### src/rtl/vga_pkg.sv
// Shared bus-interface types and constants for the CPU-side logic.
// Holds the write-queue entry width, bus-cycle decode and register map.
package vga_pkg;

  localparam int ADDR_W     = 4;
  localparam int DATA_W     = 8;
  localparam int WR_ENTRY_W = ADDR_W + DATA_W;

  typedef enum logic [1:0] {
    BUS_IDLE  = 2'b00,
    BUS_WRITE = 2'b01,
    BUS_READ  = 2'b10
  } bus_cyc_e;

  typedef struct packed {
    logic [ADDR_W-1:0] addr;
    logic [DATA_W-1:0] data;
    logic              rw;
    logic              sel;
  } bus_cap_t;

  localparam logic [ADDR_W-1:0] REG_CTRL    = 4'h0;
  localparam logic [ADDR_W-1:0] REG_STATUS  = 4'h1;
  localparam logic [ADDR_W-1:0] REG_ADDR_LO = 4'h2;
  localparam logic [ADDR_W-1:0] REG_ADDR_HI = 4'h3;
  localparam logic [ADDR_W-1:0] REG_DATA    = 4'h4;

  function automatic bus_cyc_e bus_decode(input logic sel, input logic rw);
    if (!sel) return BUS_IDLE;
    return rw ? BUS_READ : BUS_WRITE;
  endfunction

endpackage

### src/rtl/bus_write_fifo.sv
// Synchronous FIFO, power-of-two depth; push while full succeeds only with a pop.
// Head data and level come straight from registers; no same-cycle bypass.
module bus_write_fifo #(
  parameter  int WIDTH = 12,
  parameter  int DEPTH = 4,
  localparam int PTR_W = $clog2(DEPTH),
  localparam int LVL_W = PTR_W + 1
) (
  input  logic             clk,
  input  logic             rst_n,
  input  logic             push_i,
  input  logic [WIDTH-1:0] din_i,
  input  logic             pop_i,
  output logic [WIDTH-1:0] dout_o,
  output logic             full_o,
  output logic             empty_o,
  output logic [LVL_W-1:0] level_o
);

  logic [WIDTH-1:0] mem_q [DEPTH];
  logic [PTR_W-1:0] wr_ptr_q, wr_ptr_d;
  logic [PTR_W-1:0] rd_ptr_q, rd_ptr_d;
  logic [LVL_W-1:0] count_q, count_d;
  logic             do_push, do_pop;

  assign full_o  = (count_q == LVL_W'(DEPTH));
  assign empty_o = (count_q == '0);
  assign level_o = count_q;
  assign dout_o  = mem_q[rd_ptr_q];

  // A pop frees the slot the same cycle, so a full FIFO can still take a push.
  assign do_pop  = pop_i & ~empty_o;
  assign do_push = push_i & (~full_o | do_pop);

  always_comb begin
    wr_ptr_d = wr_ptr_q;
    rd_ptr_d = rd_ptr_q;
    count_d  = count_q;
    if (do_push) wr_ptr_d = wr_ptr_q + 1'b1;
    if (do_pop)  rd_ptr_d = rd_ptr_q + 1'b1;
    count_d = count_q + LVL_W'(do_push) - LVL_W'(do_pop);
  end

  always_ff @(posedge clk or negedge rst_n) begin
    if (!rst_n) begin
      wr_ptr_q <= '0;
      rd_ptr_q <= '0;
      count_q  <= '0;
      for (int i = 0; i < DEPTH; i++) mem_q[i] <= '0;
    end else begin
      wr_ptr_q <= wr_ptr_d;
      rd_ptr_q <= rd_ptr_d;
      count_q  <= count_d;
      if (do_push) mem_q[wr_ptr_q] <= din_i;
    end
  end

endmodule

### src/rtl/cpu_bus_sync.sv
// Brings the asynchronous 6502 bus into clk_25mhz: synchronise, capture while phi2 high,
// act on phi2 fall (queue writes, pulse rd_done for reads), sticky overflow on dropped writes.
module cpu_bus_sync
  import vga_pkg::*;
#(
  parameter  int SYNC_STAGES = 2,
  parameter  int FIFO_DEPTH  = 4,
  localparam int LVL_W       = $clog2(FIFO_DEPTH) + 1
) (
  input  logic              clk_25mhz,
  input  logic              reset_n,
  input  logic              phi2,
  input  logic [ADDR_W-1:0] addr,
  input  logic [DATA_W-1:0] data_in,
  input  logic              rw,
  input  logic              ce0,
  input  logic              ce1b,
  output logic              wr_valid,
  output logic [ADDR_W-1:0] wr_addr,
  output logic [DATA_W-1:0] wr_data,
  input  logic              wr_ready,
  output logic              rd_done,
  output logic [ADDR_W-1:0] rd_addr,
  output logic [LVL_W-1:0]  fifo_level,
  output logic              overflow,
  input  logic              overflow_clr
);

  localparam int SYNC_W = 1 + ADDR_W + DATA_W + 3;

  logic [SYNC_W-1:0] sync_q [SYNC_STAGES];
  logic              phi2_s, rw_s, ce0_s, ce1b_s, sel_s;
  logic [ADDR_W-1:0] addr_s;
  logic [DATA_W-1:0] data_s;

  bus_cap_t          cap_q, cap_d;
  logic              phi2_d_q;
  logic              rd_done_q, rd_done_d;
  logic [ADDR_W-1:0] rd_addr_q, rd_addr_d;
  logic              overflow_q, overflow_d;

  logic              fall, push, pop, drop, fifo_full, fifo_empty;
  bus_cyc_e          cyc;

  always_ff @(posedge clk_25mhz or negedge reset_n) begin
    if (!reset_n) begin
      for (int i = 0; i < SYNC_STAGES; i++) sync_q[i] <= '0;
    end else begin
      sync_q[0] <= {phi2, addr, data_in, rw, ce0, ce1b};
      for (int i = 1; i < SYNC_STAGES; i++) sync_q[i] <= sync_q[i-1];
    end
  end

  assign {phi2_s, addr_s, data_s, rw_s, ce0_s, ce1b_s} = sync_q[SYNC_STAGES-1];
  assign sel_s = ce0_s & ~ce1b_s;

  // Flops reset low, so phi2 already high at release cannot look like a fall.
  assign fall = phi2_d_q & ~phi2_s;
  assign cyc  = bus_decode(cap_q.sel, cap_q.rw);
  assign push = fall && (cyc == BUS_WRITE);
  assign pop  = wr_valid & wr_ready;
  assign drop = push & fifo_full & ~pop;

  always_comb begin
    cap_d = cap_q;
    if (phi2_s) cap_d = '{addr: addr_s, data: data_s, rw: rw_s, sel: sel_s};
    rd_done_d  = fall && (cyc == BUS_READ);
    rd_addr_d  = rd_done_d ? cap_q.addr : rd_addr_q;
    overflow_d = drop | (overflow_q & ~overflow_clr);
  end

  always_ff @(posedge clk_25mhz or negedge reset_n) begin
    if (!reset_n) begin
      cap_q      <= '0;
      phi2_d_q   <= 1'b0;
      rd_done_q  <= 1'b0;
      rd_addr_q  <= '0;
      overflow_q <= 1'b0;
    end else begin
      cap_q      <= cap_d;
      phi2_d_q   <= phi2_s;
      rd_done_q  <= rd_done_d;
      rd_addr_q  <= rd_addr_d;
      overflow_q <= overflow_d;
    end
  end

  bus_write_fifo #(
    .WIDTH(WR_ENTRY_W),
    .DEPTH(FIFO_DEPTH)
  ) u_fifo (
    .clk    (clk_25mhz),
    .rst_n  (reset_n),
    .push_i (push),
    .din_i  ({cap_q.addr, cap_q.data}),
    .pop_i  (pop),
    .dout_o ({wr_addr, wr_data}),
    .full_o (fifo_full),
    .empty_o(fifo_empty),
    .level_o(fifo_level)
  );

  assign wr_valid = ~fifo_empty;
  assign rd_done  = rd_done_q;
  assign rd_addr  = rd_addr_q;
  assign overflow = overflow_q;

endmodule
### config.mk
export PLATFORM = sky130hd
export DESIGN_NAME = cpu_bus_sync
export DESIGN_NICKNAME = d
export VERILOG_FILES = /design/src/rtl/vga_pkg.sv /design/src/rtl/bus_write_fifo.sv /design/src/rtl/cpu_bus_sync.sv
export SDC_FILE = /design/constraint.sdc
export NUM_CORES = 1
export LEC_CHECK = 0
export ABC_CLOCK_PERIOD_IN_PS = 3200
export CORE_ASPECT_RATIO = 1.75
export CORE_MARGIN = 2
export CORE_UTILIZATION = 56
export DETAILED_ROUTE_END_ITERATION = 16
export HOLD_SLACK_MARGIN = 0.02
export PLACE_DENSITY = 0.81
export REMOVE_ABC_BUFFERS = 1
export SYNTH_ARGS = -nofsm -noshare
export SYNTH_HDL_FRONTEND = slang
export SYNTH_HIERARCHICAL = 1
export SYNTH_SLANG_ARGS = --single-unit
export TNS_END_PERCENT = 20
### constraint.sdc
create_clock -name clk_25mhz -period 3.2 [get_ports clk_25mhz]
set_input_delay 0.64 -clock clk_25mhz [delete_from_list [all_inputs] [get_ports clk_25mhz]]
set_output_delay 0.64 -clock clk_25mhz [all_outputs]
set_load 0.02 [all_outputs]
# Word level (Yosys, flattened, before mapping)
# Cells that the tools add are included.
[totals]
inputBits = 20
wordCells = 57
out_inout_bits = 22
ff_bits = 108
[op_classes]
n_reduce_logical = 4
eq_ne = 3
magnitude_cmp = 3
n_bitwise = 18
mux = 8
add_sub_neg = 4
[ops]
columns = ["operator", "n"]
rows = [
  ["48-bit bitwise mux", 1],
  ["12-bit two-way mux", 3],
  ["12-bit binary-select mux with 2-bit select", 1],
  ["12-bit demux with 2-bit select", 1],
  ["1-bit bitwise AND", 8],
  ["3-bit greater-or-equal comparator (second input constant)", 2],
  ["1-bit inverter", 6],
  ["2-bit inverter with 3-bit output", 2],
  ["2-bit by 1-bit adder with 2-bit output (second input constant)", 2],
  ["2-bit two-way mux", 2],
  ["3-bit by 1-bit adder with 3-bit output", 1],
  ["3-bit == test (second input constant)", 1],
  ["1-bit logical AND", 3],
  ["3-bit logical NOT", 1],
  ["3-bit by 1-bit < comparator with 1-bit output (second input constant)", 1],
  ["3-bit by 1-bit subtractor with 3-bit output", 1],
  ["2-bit by 1-bit == test with 1-bit output (second input constant)", 1],
  ["2-bit == test (second input constant)", 1],
  ["1-bit OR", 2],
]

# Depth between registers and ports, before layout
# Gate-level depths: netlist of the first run.
[logic_depth]
word_depth = 8
ltp_mapped = 10
depth_no_buf = 10

# Cells and area by module
# The synthesis of the first run kept the hierarchy.
[by_module_without_submodules]
columns = ["mod", "instances", "area_each_um2", "cells_each", "seq_area_each_um2"]
rows = [
  ["bus_write_fifo", 1, 2493.6, 153, 1376.3],
  ["cpu_bus_sync", 1, 1620.3, 83, 1326.3],
]

# Least setup slack after synthesis of the first run
# Ideal clock, no wire load.
[synth_path]
kind = "register to register"
startpoint = "register u_fifo.count_q[1] (netlist: u_fifo/level_o[1])"
endpoint = "register u_fifo.count_q[2] (netlist: u_fifo/level_o[2])"
period_less_slack_ns = 2.609
required_time_ns = 3.069
stages_incl_launch_ff = 11
slack_ns = 0.591
setup_ns = 0.131
n_path_buf = 0
t_arrival_ns = 2.478
cell_sequence = "dfrtp_1 -> nor3_1 -> nand2b_1 -> inv_1 -> nor4b_4 -> nand2b_1 -> mux2i_1 -> ha_1 -> fa_1 -> xor2_1 -> xnor2_1"
[synth_between]
elab_chain_cells = 8
elab_cells_between_ends = 10
classes_between = "add/sub (2); eq/ne (1); bitwise (6); reduce/logical (1)"
[synth_rtl]
columns = ["element", "line_no", "text"]
rows = [
  ["start: declaration", "bus_write_fifo.sv:23", "logic [LVL_W-1:0] count_q, count_d;"],
  ["start signal: assignment", "bus_write_fifo.sv:53", "count_q <= count_d;"],
  ["3-bit logical NOT *", "bus_write_fifo.sv:27", "assign empty_o = (count_q == '0);"],
  ["net fifo_empty", "cpu_bus_sync.sv:42", "logic fall, push, pop, drop, fifo_full, fifo_empty;"],
  ["1-bit inverter *", "cpu_bus_sync.sv:103", "assign wr_valid = ~fifo_empty;"],
  ["1-bit bitwise AND *", "cpu_bus_sync.sv:61", "assign pop = wr_valid & wr_ready;"],
  ["net pop", "cpu_bus_sync.sv:42", ""],
  ["1-bit bitwise AND *", "bus_write_fifo.sv:32", "assign do_pop = pop_i & ~empty_o;"],
  ["1-bit OR", "bus_write_fifo.sv:33", "assign do_push = push_i & (~full_o | do_pop);"],
  ["1-bit bitwise AND", "bus_write_fifo.sv:33", ""],
  ["3-bit by 1-bit adder with 3-bit output", "bus_write_fifo.sv:41", "count_d = count_q + LVL_W'(do_push) - LVL_W'(do_pop);"],
  ["3-bit by 1-bit subtractor with 3-bit output *", "bus_write_fifo.sv:41", ""],
  ["net u_fifo.count_d[2]", "bus_write_fifo.sv:23", ""],
]
# Mark *: on every way through the listed nets, which the timed path passes. The rest lies on a longest branch.
# A chain may end at the register's enable or synchronous reset.

# Final worst setup path of the first run
[layout_path]
startpoint = "register u_fifo.rd_ptr_q[0]"
endpoint = "output wr_data[5]"
[layout_between]
elab_chain_cells = 4
[layout_rtl]
columns = ["element", "line_no", "text"]
rows = [
  ["start: declaration", "bus_write_fifo.sv:22", "logic [PTR_W-1:0] rd_ptr_q, rd_ptr_d;"],
  ["start signal: assignment", "bus_write_fifo.sv:52", "rd_ptr_q <= rd_ptr_d;"],
  ["2-bit inverter with 3-bit output (implied by the code)", "bus_write_fifo.sv:29", "assign dout_o = mem_q[rd_ptr_q];"],
  ["12-bit binary-select mux with 2-bit select", "bus_write_fifo.sv:29", ""],
  ["12-bit two-way mux (implied by the code) (2 in series)", "bus_write_fifo.sv:29", ""],
  ["end: declaration", "cpu_bus_sync.sv:20", "output logic [DATA_W-1:0] wr_data,"],
]
# Every way passes these cells. The select of a mux whose other input is x is not followed.

==> flow_summary.toml, run 1 <==
[cells_and_area]
num_antenna_cells = 0
finish.instance_area_um2 = 4920
drive_gt1_share_pct = 36.1
final_net_count = 312
area_delta_synth_final_pct = 19.6

[logic_synthesis]
avgSynthCellArea_um2 = 17.4
synthTopCellsByCount = "108 x dfrtp_1, 66 x mux2_2, 12 x mux4_2"
synth_edf_count = 0
async_flop_share_pct = 100
yosysTopAreaCell = "dfrtp_1"
ys_seq_elements = 108
synth_area_leaders = "dfrtp_1 66%, mux2_2 18%, mux4_2 6.6%"
yosysSeqAreaShare_pct = 65.7
syn_area_um2 = 4110
syn_inst = 236
synth_top_area_share_pct = 65.7
ys.flop_type = "dfrtp_1"
yosysUniqueCellTypes = 25
synth.yosys.warnings = 6
synth.most_common_cell = "dfrtp_1"

[route]
num_vias = 2045
drc = 0
dr.pass1.iters = 4
ant_nets = 0
post_drt_wl_per_cell_um = 18.4
vias_per_cell = 5.42
wl_mm = 6.95
drt-initial-drc-count = 83

[clocking]
cts_buffer_depth = 2
cts_setup_buffers = 0
hold_buffers = 0
cts_root_buf = "clkbuf_16"
cts_sinks = 108
path_clk_slew_ns = 0.07
clk_latency_ns = 0.34
cts_resized = 0
cts-buffers-inserted = 9
tritoncts = "done"
ctsHtreeMaxLevel = 3

[placement]
hpwl_mm = 4.52
place_area_um2 = 4620
gp_congestion = 0.730
io_buffers = 41

[flow_run]
max-cap-violations = 0

[global_routing]
gr-usage-all-layers_pct = 20.2
grt_max_degree = 65
grt_pass1_vias = 2248
grt-ovfl-total = 0
grt_antenna_before_repair = 0
grt_pass1_wl_mm = 11.4

[critical_path]
crit_type = "reg2out"
ff2ff_setup_slack_ns = 0.45
cp-end-kind = "output port"
worst_r2r_path_depth = 10
cpPeakStageDelay_ns = 0.55
cp_data_arrival_time_ns = 2.20
endpoint = "wr_data[5]"
path_max_fanout = 11
cp.required_ns = 2.56
worstReg2RegEnd = "u_fifo/level_o[2]$_DFF_PN0_"
crit_path_top_delay_cell = "mux4_2"
critical-path-top-delay-family = "buffers and inverters"
worstSetupStartpoint = "u_fifo/rd_ptr_q[0]$_DFFE_PN0N_"
r2r_start = "u_fifo/level_o[1]$_DFF_PN0_"
path_depth = 3
cp_cell_sequence = "buf_4 > mux4_2 > clkdlybuf4s50_1"
startpoint_type = "flip-flop"
critical_path_buf_inv_count = 2

[die]
die_w_um = 68.8
die_y_um = 117
fp-row-count = 41
start_util_pct = 57.3
pin_count = 42
core_um2 = 7180
dieArea_um2 = 8070

[timing]
finalCritPeriodShare_pct = 88.8
final.setup_skew_ns = 0.00544
setup_violations = 0
max_freq_mhz = 352
hold_viol = 0
fin_setup_tns_ns = 0
worst_pin_slew_ns = 0.802
slew_headroom_pct = 46.5
fin_crit_ns = 2.84
grt_setup_unrepaired = "false"
report.final.slew_viol_count = 0

[power]
combPwrFrac_pct = 26.6
power_frac_seq_pct = 46.6
p_int_mw = 2.87
leakage_nw = 2.27
switching_share_pct = 28.1
power_frac_clock_pct = 26.8
p_switching_mw = 1.12
powerDensity_nw_per_um2 = 811
irDropWorstVdd_mv = 0.564

[worst_hold_path]
hp-class = "reg2reg"

[run_status]
outcome = "complete, no violations"
==> flip-flops by register name (all words and copies together) (netlist names) <==
signal	count
addr_s	4
u_fifo/mem_q	48
u_fifo/level_o	3
rd_done	1
sync_q	16
ce1b_s	1
phi2_s	1
overflow	1
rw_s	1
ce0_s	1
cap_q	14
phi2_d_q	1
u_fifo/wr_ptr_q	2
data_s	8
rd_addr	4
u_fifo/rd_ptr_q	2
==> through the flow <==
stage / hold slack [ns] / util (%) / setup slack [ns] / power (mW) / cells
global route: 0.355 / 68.5 / 0.231 / 4.20 / 377
floorplan: 0.331 / - / 0.591 / 2.50 / 227
global placement: 0.332 / 64.3 / 0.335 / 2.90 / 361
finish: 0.350 / 68.5 / 0.357 / 3.99 / 377
CTS: 0.350 / 68.5 / 0.305 / 4.05 / 377
detailed placement: 0.336 / 64.3 / 0.285 / 2.96 / 361
==> power groups by stage <==
stage | Sequential [mW] | Combinational, mW | Clock (mW)
global placement | 1.86 | 1.04 | 0
finish | 1.86 | 1.06 | 1.07
global route | 1.89 | 1.15 | 1.16
detailed placement | 1.89 | 1.08 | 0
CTS | 1.86 | 1.09 | 1.10
floorplan | 1.89 | 0.610 | 0
==> cells in the final DEF, fill, tap and decap left out <==
cell type	instances
xor2_1	1
mux2_2	66
inv_6	1
nor2_1	4
nor3b_1	1
clkbuf_1	1
clkdlybuf4s50_1	40
nand4b_4	1
inv_1	8
a32o_1	1
fa_1	1
clkinv_2	1
buf_12	1
clkbuf_16	9
buf_4	7
nor4b_4	1
nand3b_1	2
or2_2	1
o21ai_0	1
dfrtp_1	108
clkbuf_8	4
and4bb_2	1
nor3_1	1
mux2i_1	1
xnor2_1	4
nand2b_1	3
nand2_1	4
mux4_2	12
ha_1	5
==> layer usage <==
metal	global-route usage, %	vias up	share of wire [%]
li1	-	924	-
met1	24.5	1077	39
met2	32.8	34	56
met3	6.33	10	3.1
met4	7.97	0	1.9
met5	0	-	0
==> worst register-to-register path: cells and delay by family, from the launching register on <==
| family | cells | cell delay [ns] |
|---|---|---|
| multiplexers | 1 | 0.09 |
| XOR/XNOR | 2 | 0.29 |
| flip-flops | 1 | 0.47 |
| AND/OR/NAND/NOR | 4 | 1.11 |
| buffers and inverters | 1 | 0.09 |
| adder cells (fa/ha/maj) | 2 | 0.57 |
==> final cells by class <==
cell class / instances / area [um^2]
clock buffer: 14 / 284
clock inverter: 2 / 13.8
fill: 495 / 2260
inverter: 8 / 30.0
multi-input combinational: 111 / 1310
sequential: 108 / 2700
tap: 86 / 108
timing repair buffer: 48 / 473
==> worst min-delay path by stage <==
stage | start | end | slack, ns | cells after the start
finish | sync_q[22]$_DFF_PN0_ | data_s[3]$_DFF_PN0_ | 0.35 | 0
global route | sync_q[28]$_DFF_PN0_ | addr_s[1]$_DFF_PN0_ | 0.36 | 0
CTS | sync_q[28]$_DFF_PN0_ | addr_s[1]$_DFF_PN0_ | 0.35 | 0
detailed placement | sync_q[28]$_DFF_PN0_ | addr_s[1]$_DFF_PN0_ | 0.34 | 0
global placement | sync_q[28]$_DFF_PN0_ | addr_s[1]$_DFF_PN0_ | 0.33 | 0
floorplan | sync_q[27]$_DFF_PN0_ | addr_s[0]$_DFF_PN0_ | 0.33 | 0
==> cell families (layout without fill, tap and decap cells) <==
kind of cell | after synthesis | count (layout) | synth area share, %
flip-flops | 108 | 108 | 65.7
multiplexers | 79 | 79 | 24.9
adder cells (fa/ha/maj) | 6 | 6 | 2.01
XOR/XNOR | 5 | 5 | 1.06
AND/OR/NAND/NOR | 19 | 19 | 3.47
AO/OA/AOI/OAI | 2 | 2 | 0.365
buffers and inverters | 17 | 72 | 2.52
Note: power is estimated with default switching activity, not from simulation.
==> run 2, diff against run 1 <==
--- a/config.mk
+++ b/config.mk
@@ -9,9 +9,10 @@
 export CORE_ASPECT_RATIO = 1.75
 export CORE_MARGIN = 2
 export CORE_UTILIZATION = 56
+export CTS_CLUSTER_SIZE = 10
 export DETAILED_ROUTE_END_ITERATION = 16
 export HOLD_SLACK_MARGIN = 0.02
-export PLACE_DENSITY = 0.81
+export PLACE_DENSITY = 0.78
 export REMOVE_ABC_BUFFERS = 1
 export SYNTH_ARGS = -nofsm -noshare
 export SYNTH_HDL_FRONTEND = slang
==> run 2 against run 1 <==
Compared with the run above: die area did not move; routed wire length fell by 2.8%; sequential share of layout area rose by 0.24 points; worst hold slack got worse by 0.026 ns; setup slack got worse by 0.022 ns; combinational power barely moved; highest routed layer unchanged; critical path depth rose by 7; flip-flop and latch count did not move.
==> flow_summary.toml, run 2 (synthesized netlist as in run 1, its figures left out) <==
[critical_path]
startpoint_type = "flip-flop"
cp-end-kind = "flip-flop"
crit_path_top_delay_cell = "dfrtp_1"
cp_cell_sequence = "nor3_1 > nand2b_1 > inv_1 > nor4b_4 > nand2b_1 > mux2i_1 > ha_1 > fa_1 > xor2_1 > xnor2_1"
crit_type = "reg2reg"
cp_data_arrival_time_ns = 3.08
cpPeakStageDelay_ns = 0.47
crit_top_cell = "nand2b_1"
path_max_fanout = 6
cp.required_ns = 3.41

[die]
core_um2 = 7180
pin_count = 42
start_util_pct = 57.3
dieArea_um2 = 8070
fp-row-count = 41
die_y_um = 117
die_w_um = 68.8

[route]
ant_nets = 0
post_drt_wl_per_cell_um = 18.0
drc = 0
dr.pass1.iters = 4
drt-initial-drc-count = 103
num_vias = 2054
vias_per_cell = 5.46
wl_mm = 6.76

[cells_and_area]
fillCellCount = 492
final_common_cell = "dfrtp_1"
final_net_count = 313
drive_gt1_share_pct = 35.5
largest_register_ffs = 48
num_antenna_cells = 0
reg.largest.list = "u_fifo/mem_q: 48 flops, sync_q: 16 flops, cap_q: 14 flops"
utilization_pct = 68.2
seqCellArea_um2 = 2700
final_cell_mix = "108 x dfrtp_1, 66 x mux2_2, 40 x clkdlybuf4s50_1, 12 x mux4_2, 9 x clkbuf_16"
regMostFlops = "u_fifo/mem_q"
multiInputGateArea_um2 = 1310
area_delta_synth_final_pct = 19.0

[clocking]
cts_sinks = 108
cts_root_buf = "clkbuf_16"
cts_resized = 0
path_clk_slew_ns = 0.06
cts_setup_buffers = 0
cts-buffers-inserted = 9
clk_latency_ns = 0.33
ctsHtreeMaxLevel = 3
cts_buffer_depth = 2
tritoncts = "done"
hold_buffers = 0

[global_routing]
grt_antenna_before_repair = 0
grt_max_degree = 52
grt_pass1_wl_mm = 11.3
grt_pass1_vias = 2256
grt-ovfl-total = 0
gr-usage-all-layers_pct = 19.5

[placement]
hpwl_mm = 4.38
io_buffers = 41
gp_congestion = 0.718
place_ws_ns = 0.223

[timing]
layout_setup_ws_ns = 0.336
report.final.slew_viol_count = 0
grt_setup_unrepaired = "false"
slew_headroom_pct = 54.0
final.setup_skew_ns = 0.00631
worst_pin_slew_ns = 0.689
finalCritPeriodShare_pct = 89.5
fin_setup_tns_ns = 0
setup_violations = 0
fin_crit_ns = 2.86
hold_viol = 0
max_freq_mhz = 349
holdWs_ns = 0.324

[power]
irDropWorstVdd_mv = 0.551
powerDensity_nw_per_um2 = 801
leakage_nw = 2.25

[flow_run]
max-cap-violations = 0

[worst_hold_path]
hp-class = "in2async"

[run_status]
outcome = "complete, no violations"
[run 2: cell types whose count changed in the layout (fill, tap and decap cells not counted), sizes merged]
cell    previous run  this run
inv                9         8
clkbuf            14        13
buf                8         9
[run 2: worst paths after layout]
check	startpoint	end	slack (ns)	cells after the start
worst max-delay path	u_fifo/level_o[1]$_DFF_PN0_	u_fifo/level_o[2]$_DFF_PN0_	0.34	10
worst min-delay path	reset_n	sync_q[31]$_DFF_PN0_	0.32	1
worst max register to register	u_fifo/level_o[1]$_DFF_PN0_	u_fifo/level_o[2]$_DFF_PN0_	0.34	10
worst min register to register	sync_q[25]$_DFF_PN0_	data_s[6]$_DFF_PN0_	0.35	0
max in group asynchronous	reset_n	u_fifo/mem_q[12]$_DFFE_PN0P_	2.20	2
min in group clk_25mhz	sync_q[25]$_DFF_PN0_	data_s[6]$_DFF_PN0_	0.35	0
[run 2: worst max-delay path, delay by kind of cell, from the launching register on]
| family | cells | cell delay [ns] |
|---|---|---|
| simple gates | 4 | 1.18 |
| fa+ha+maj | 2 | 0.58 |
| flops | 1 | 0.47 |
| xor+xnor | 2 | 0.32 |
| buf+inv | 1 | 0.10 |
| mux | 1 | 0.10 |
[run 2: power breakdown]
part	switching (mW)	internal (mW)
Sequential	0.223	1.64
Clock	0.435	0.563
Combinational	0.447	0.619
[run 2: area by class of cell]
| type | instances | share of cell area [%] |
|---|---|---|
| Clock inverter | 1 | 0.179 |
| Tap cell | 86 | 2.20 |
| Inverter | 8 | 0.613 |
| Timing Repair Buffer | 49 | 9.81 |
| Sequential cell | 108 | 55.2 |
| Multi-Input combinational cell | 111 | 26.7 |
| Clock buffer | 13 | 5.31 |
[run 2: stage by stage]
stage | instances | power [mW] | instance area, um^2
5_1_grt | 376 | 4.13 | 4900
2_1_floorplan | 227 | 2.50 | 4040
4_1_cts | 376 | 3.98 | 4900
3_5_place_dp | 362 | 2.96 | 4630
6_report | 376 | 3.93 | 4900
3_3_place_gp | 362 | 2.91 | 4630
[run 2: metal layers]
layer	track usage [%]	vias to the layer above	routed length [um]
met5	0	-	0
met2	30.9	33	3600
met1	25.1	1083	2840
met3	4.31	9	153
met4	8.70	0	161
li1	-	929	-
